### src/rtl/shift_add_multiplier.sv
// Sequential shift-and-add multiply-accumulate: product = multiplicand * multiplier + addend.
// start/done handshake; the result is held in the accumulator until the next accepted start.
module shift_add_multiplier #(
    parameter int SIZE = 32
) (
    input  logic              clk,
    input  logic              reset,
    input  logic              start,
    input  logic [SIZE-1:0]   multiplicand,
    input  logic [SIZE-1:0]   multiplier,
    input  logic [SIZE-1:0]   addend,
    output logic [2*SIZE-1:0] product,
    output logic              wide,
    output logic              done,
    output logic              busy
);

    typedef enum logic [1:0] {IDLE, CHECK, RUN, DONE} state_t;

    state_t              state, state_next;
    logic [2*SIZE-1:0]   acc;
    logic [2*SIZE-1:0]   mcand_sh;
    logic [SIZE-1:0]     mplier_sh;

    always_ff @(posedge clk) begin
        if (reset) state <= IDLE;
        else       state <= state_next;
    end

    always_comb begin
        state_next = state;
        case (state)
            IDLE:    if (start) state_next = CHECK;
            CHECK:   state_next = (mcand_sh == '0 || mplier_sh == '0) ? DONE : RUN;
            RUN:     if (mplier_sh == '0) state_next = DONE;
            DONE:    state_next = IDLE;
            default: state_next = IDLE;
        endcase
    end

    // RUN stops once the remaining multiplier bits are all zero, so
    // latency tracks the highest set bit of the multiplier.
    always_ff @(posedge clk) begin
        if (reset) begin
            acc       <= '0;
            mcand_sh  <= '0;
            mplier_sh <= '0;
        end else begin
            case (state)
                IDLE: if (start) begin
                    acc       <= {{SIZE{1'b0}}, addend};
                    mcand_sh  <= {{SIZE{1'b0}}, multiplicand};
                    mplier_sh <= multiplier;
                end
                RUN: if (mplier_sh != '0) begin
                    acc       <= acc + (mplier_sh[0] ? mcand_sh : '0);
                    mcand_sh  <= mcand_sh << 1;
                    mplier_sh <= mplier_sh >> 1;
                end
                default: ;
            endcase
        end
    end

    assign product = acc;
    assign wide    = |acc[2*SIZE-1:SIZE];
    assign done    = (state == DONE);
    assign busy    = (state != IDLE);

endmodule

### config.mk
export PLATFORM = sky130hd
export DESIGN_NAME = shift_add_multiplier
export DESIGN_NICKNAME = d
export VERILOG_FILES = /design/src/rtl/shift_add_multiplier.sv
export SDC_FILE = /design/constraint.sdc
export NUM_CORES = 1
export LEC_CHECK = 0
export ABC_AREA = 1
export CORE_MARGIN = 5
export CORE_UTILIZATION = 62
export DETAILED_ROUTE_END_ITERATION = 10
export HOLD_SLACK_MARGIN = 0.05
export PLACE_DENSITY = 0.95
export SKIP_LAST_GASP = 1
export SLEW_MARGIN = 5
export SYNTH_ARGS = -nofsm -noshare
export SYNTH_HDL_FRONTEND = slang
export SYNTH_SLANG_ARGS = --single-unit
### constraint.sdc
create_clock -name clk -period 4.4 [get_ports clk]
set_input_delay 0.88 -clock clk [delete_from_list [all_inputs] [get_ports clk]]
set_output_delay 0.88 -clock clk [all_outputs]
set_load 0.005 [all_outputs]
==> impl_metrics.env <==
export IMPL_outcome="complete, no violations"
export IMPL_yosys_area_top_type_share_pct=27.6
export IMPL_synth_xor_area_share_pct=1.58
export IMPL_multiInputGateArea_um2=8150
export IMPL_grt_pass1_wl_um=71200
export IMPL_rrSetupSlack_ns=1.21
export IMPL_detail_route_first_pass_iterations=6
export IMPL_place_detailed_hpwl_um=33800
export IMPL_num_antenna_cells=0
export IMPL_preCtsSetupSlack_ns=1.14
export IMPL_post_layout_nonfiller_instances=2826
export IMPL_p_total_mw=7.11
export IMPL_i_o_pin_count=166
export IMPL_reg2regPathDepth=17
export IMPL_clk_pin_slew_worst_paths_ns=0.07
export IMPL_timing_hold_worst_class="flop to flop"
export IMPL_synth_area_mux_share_pct=0
export IMPL_area_growth_syn_to_layout_pct=17.2
export IMPL_die_width_um=156
export IMPL_timing_setup_critical_path_class="flop to output pin"
export IMPL_synthSimpleGateAreaFrac_pct=42.6
export IMPL_p_leak_nw=8.51
export IMPL_number_of_setup_buffers_added_after_cts=0
export IMPL_vias=15460
export IMPL_start_util_pct=63.1
export IMPL_nets=2706
export IMPL_fmax_mhz=310
export IMPL_layout_core_utilization_pct=74.0
export IMPL_setup_violations_final=0
export IMPL_cts_htree_levels=4
export IMPL_synthFlopType="dfxtp_1"
export IMPL_timing_hold_worst_start="mcand_sh[32]"
export IMPL_maxSlewViolCount=0
export IMPL_drv_cap=0
export IMPL_yosys_area_top_type="nand2_1"
export IMPL_seqCellArea_um2=3240
export IMPL_r2r_end="product[52]"
export IMPL_start_kind="flop"
export IMPL_port_buffers=165
export IMPL_slew_headroom_pct=23.8
export IMPL_post_route_min_period_ns=3.23
export IMPL_synth_fa_ha_area_share_pct=6.56
export IMPL_crit_required_ns=3.52
export IMPL_clock_tree_from_tritoncts="done"
export IMPL_rsz_0062_raised_after_global_routing="no"
export IMPL_max_ir_drop_vdd_mv=0.801
export IMPL_placed_cells=2794
export IMPL_cp_max_fo=4
export IMPL_place_gp_congestion=1.01
export IMPL_fillers=1802
export IMPL_worst_slew_pin_transition_ns=1.14
export IMPL_clock_skew_final_ns=0.0229
export IMPL_yosys_register_bits=162
export IMPL_route_final_wire_length_um=44400
export IMPL_postCtsHoldBufs=0
export IMPL_avgViaCountPerCell=5.47
export IMPL_cts_max_path_buffers=2
export IMPL_drtIter0Drc=1464
export IMPL_synth_cell_area_um2=13300
export IMPL_postLayoutSetupSlackWorst_ns=1.17
export IMPL_netlist_instances=2420
export IMPL_std_cell_rows=53
export IMPL_root_buffer="clkbuf_16"
export IMPL_cts_made_buffers=17
export IMPL_drc=0
export IMPL_synth_net_count=2588
export IMPL_cts_sinks=162
export IMPL_synthMostInstantiatedCell="nand2_1"
export IMPL_yosys_warnings=0
export IMPL_groute_usage_overall_pct=35.7
export IMPL_crit_path_end_kind="output pin"
export IMPL_grt_antenna_before_repair=0
export IMPL_synth_edff_count=0
export IMPL_timing_critical_path_arrival_ns=2.35
export IMPL_main_combinational_cell_family_by_area_after_synthesis="simple AND/OR/NAND/NOR gates"
export IMPL_die_height_um=156
export IMPL_yosys_top_cells_area="nand2_1 28%, dfxtp_1 24%, inv_1 11%"
export IMPL_pin_count_of_the_biggest_net_entering_global_routing=102
export IMPL_drive_above_1_share_pct=2.31
export IMPL_synth_async_sr_flop_share_pct=0
export IMPL_wl_per_cell_um=15.7
export IMPL_hold_path_depth=2
export IMPL_synth_seq_area_share_pct=24.4
export IMPL_post_cts_resized=0
export IMPL_post_synth_num_cell_types=33
export IMPL_die_area_um2=24400
export IMPL_final_antenna_violating_net_count=0
export IMPL_clk_insertion_delay_late_ns=0.46
export IMPL_vias_in_the_first_global_route=14398
export IMPL_post_route_period_util_pct=73.3
export IMPL_regToRegStartpoint="mplier_sh[0]"
export IMPL_power_density_nw_per_um2=457
export IMPL_hold_path_end="mcand_sh[32]"
export IMPL_grt_ovfl_total=0
export IMPL_setup_tns_ns=0
export IMPL_hold_viol=0
export IMPL_synth_compound_area_share_pct=10.6
export IMPL_synth_area_per_cell_um2=5.48
export IMPL_synth_cells_most_frequent="976 x nand2_1, 388 x inv_1, 281 x nor2_1"
export IMPL_core_outline_area_um2=21000
[metrics by stage]
step / hold slack, ns / cell area, um2
CTS: 0.498 / 15500
global route: 0.524 / 15500
global placement: 0.479 / 15000
floorplan: 0.457 / 13300
detailed placement: 0.486 / 15000
finish: 0.498 / 15500
[layer usage]
layer / global-route usage (%) / part of all wire, %
met5: 0 / 0
met4: 11.3 / 3.0
met3: 5.89 / 8.6
met2: 58.9 / 46
met1: 47.9 / 43
[flip-flops by register name, summed over array words and instances, names as in the netlist]
name / cells
mcand_sh: 64
mplier_sh: 32
product: 64
state: 2
[cell usage in the layout, fill, tap and decap left out, types with 3 or more instances in the layout]
| cell type | netlist | final |
|---|---|---|
| buf_4 | 0 | 12 |
| nand2_1 | 976 | 976 |
| nand3b_1 | 10 | 10 |
| inv_8 | 0 | 5 |
| clkbuf_16 | 0 | 17 |
| or2_2 | 4 | 4 |
| inv_1 | 388 | 386 |
| nand3_1 | 90 | 90 |
| a21oi_1 | 163 | 163 |
| nand4_1 | 15 | 15 |
| dfxtp_1 | 162 | 161 |
| o21ai_0 | 87 | 87 |
| nor2_1 | 281 | 281 |
| inv_6 | 0 | 5 |
| ha_1 | 68 | 67 |
| clkinv_8 | 0 | 3 |
| nor3_1 | 15 | 15 |
| nor4_1 | 22 | 22 |
| xor2_1 | 22 | 22 |
| o21ai_1 | 19 | 19 |
| o21bai_1 | 4 | 4 |
| clkdlybuf4s50_1 | 0 | 164 |
[cells by family (layout without fill, tap and decap cells)]
logic type,after synthesis,after routing
adder cells (fa/ha/maj),69,69
flip-flops,162,162
AO/OA/AOI/OAI,277,277
buffers and inverters,467,598
AND/OR/NAND/NOR,1421,1421
XOR/XNOR,24,24
[worst max-delay path by stage]
stage	start	to	slack, ns
after floorplan	mplier_sh[0]	product[58]	2.05
after global placement	start	mcand_sh[31]	1.25
after detailed placement	start	mcand_sh[31]	1.14
after CTS	product[32]	wide	1.21
after global routing	mplier_sh[0]	product[37]	0.98
final	product[59]	wide	1.17
[critical path, stage by stage (launching register included)]
cell and delay (ns):
dfxtp_1 0.37, nor4_1 0.48, nand4_1 0.26, or2_2 0.35, clkdlybuf4s50_1 0.45
[power by group]
| group | internal (mW) | leakage, nW | total, mW | switching, mW |
|---|---|---|---|---|
| Clock | 0.782 | 0.290 | 1.57 | 0.784 |
| Sequential | 1.86 | 1.33 | 2.27 | 0.412 |
| Combinational | 1.17 | 6.89 | 3.27 | 2.10 |
[layout make-up]
type | count | share of cell area, %
clock buffers | 18 | 2.82
clock inverters | 14 | 1.01
inverters | 388 | 9.38
multi-input cells | 1791 | 52.4
flip-flops and latches | 162 | 20.9
well taps | 275 | 2.21
repair buffers | 178 | 11.3
Power figures use the tool's default switching activity.
==> RTL change (config.mk and constraints unchanged) <==
The parameter `SIZE` goes from 32 to 16.
--- a/src/rtl/shift_add_multiplier.sv
+++ b/src/rtl/shift_add_multiplier.sv
@@ -1,7 +1,7 @@
 // Sequential shift-and-add multiply-accumulate: product = multiplicand * multiplier + addend.
 // start/done handshake; the result is held in the accumulator until the next accepted start.
 module shift_add_multiplier #(
-    parameter int SIZE = 32
+    parameter int SIZE = 16
 ) (
     input  logic              clk,
     input  logic              reset,
Ports: changed (resized addend, multiplicand, multiplier and product); port bits go from 166 to 86. No check against the original RTL was run, so the function may have changed too.
==> RTL change against the original RTL <==
- worst setup slack better by 0.29 ns
- design area is 54% lower
- total power is 49% lower
- via count is 57% lower
- critical path depth is 9 higher
- area after synthesis is 53% lower
- sequential power is 46% lower
- highest routed layer unchanged
- routed wire length is 62% lower
- clock skew is 0.010 ns lower
- sequential cell count is 80 lower
==> RTL change: results (changes against the original RTL) <==
Routing
  – Avg Vias per Cell: 5.37 (-1.8%)
  – Met3 WL: 1270 um (-67%)
  – DR iter-0 viols: 527 (-64%)
  – Via Count: 6665 (-57%)
  – WL met1: 7330 um (-61%)

Global route
  – Met2 usage: 46.6% (-12 points)
  – All-Layer GR Usage: 28.7% (-7.0 points)
  – GR Util met1: 39.8% (-8.0 points)
  – Largest net degree at the start of global routing: 74 (-27%)

STA
  – Worst setup margin: 1.47 ns (+0.295 ns)
  – Clock Skew: 0.0129 ns (-0.0100 ns)
  – Hold WS: 0.487 ns (-0.0106 ns)
  – Worst Tran Pin Value: 1.17 ns (+0.0344 ns)

Logic synthesis
  – Compound-Gate Fraction of Synth Area: 15.5% (+4.9 points)
  – Post-Synth XOR/XNOR Area: 1.84% (+0.25 points)
  – Commonest cells in the netlist: nand2_1 (373), inv_1 (166), a21oi_1 (87)
  – Count of cell types in the netlist: 34 (+3.0%)
  – Adder-Cell Fraction of Synth Area: 7.59% (+1.0 points)
  – Mean post-synth cell area: 5.96 sq um (+8.6%)
  – Synth area leaders: dfxtp_1 (26%), nand2_1 (23%), inv_1 (10%)
  – Post-synthesis sequential area ratio: 26.5% (+2.0 points)

Worst setup path
  – Critical Path End: product[31]
  – Worst reg2reg path depth: 13 (-4)
  – Crit-path max FO: 34 (+30)
  – Delay-heaviest family, CP: flip-flops
  – Crit-path slowest cell: dfxtp_1
  – Worst Setup SP: mplier_sh[0]

Pwr
  – Sequential group share of total power: 33.5% (+1.5 points)
  – Leakage: 3.73 nW (-56%)
  – Int Power: 0.00195 W (-49%)
  – PD cells: 506 nW/um^2 (+11%)

Placement
  – # port buffers: 85 (-48%)
  – Placed cells: 1225 (-56%)
  – Area post-placement: 7000 sq um (-53%)

Status
  – Status: finished clean

Clocking
  – Root Buffer: clkbuf_8
  – H-tree Lvls: 3 (-1)
  – Later-pin clock latency in the skew report: 0.37 ns (-0.09 ns)
  – CTS buffer count: 9 (-8)
  – Clk slew on worst S/H paths: 0.10 ns (+0.03 ns)

Cells and area
  – Layout cell share with drive strength beyond 1: 3.61% (+1.3 points)
  – Filler cells: 805 (-55%)
  – Nets: 1191 (-56%)

Worst hold path
  – Hold_sp: mplier_sh[10]
  – Hold-critical path endpoint: mplier_sh[9]
-- RTL change: cell count changes after synthesis, moves of 48 or more --
| cell | delta |
|---|---|
| dfxtp_1 | -80 |
| inv_1 | -222 |
| o21ai_0 | -48 |
| a21oi_1 | -76 |
| nor2_1 | -220 |
| nand2_1 | -603 |
-- RTL change: cell type report --
type	instances	area (sq um)	area share, %
tap	133	166	2.31
sequential	82	1640	22.8
clock inverter	7	82.6	1.15
clock buffer	9	124	1.72
timing repair buffer	91	896	12.4
multi-input combinational	751	3660	50.9
inverter	168	631	8.75
-- RTL change: kinds of logic (layout without fill, tap and decap cells) --
kind of cell	count (synthesis)	after routing
AOI/OAI and AO/OA	183	183
xor gates and xnor gates	13	13
adders and majority gates	37	37
buffers and inverters	208	275
DFF	82	82
and+or+nand+nor	518	518
-- RTL change: tightest hold or removal path, cell delays in order, from the launching register on --
cell and delay, ns:
dfxtp_1 0.33, nand2_1 0.05, a31oi_1 0.07
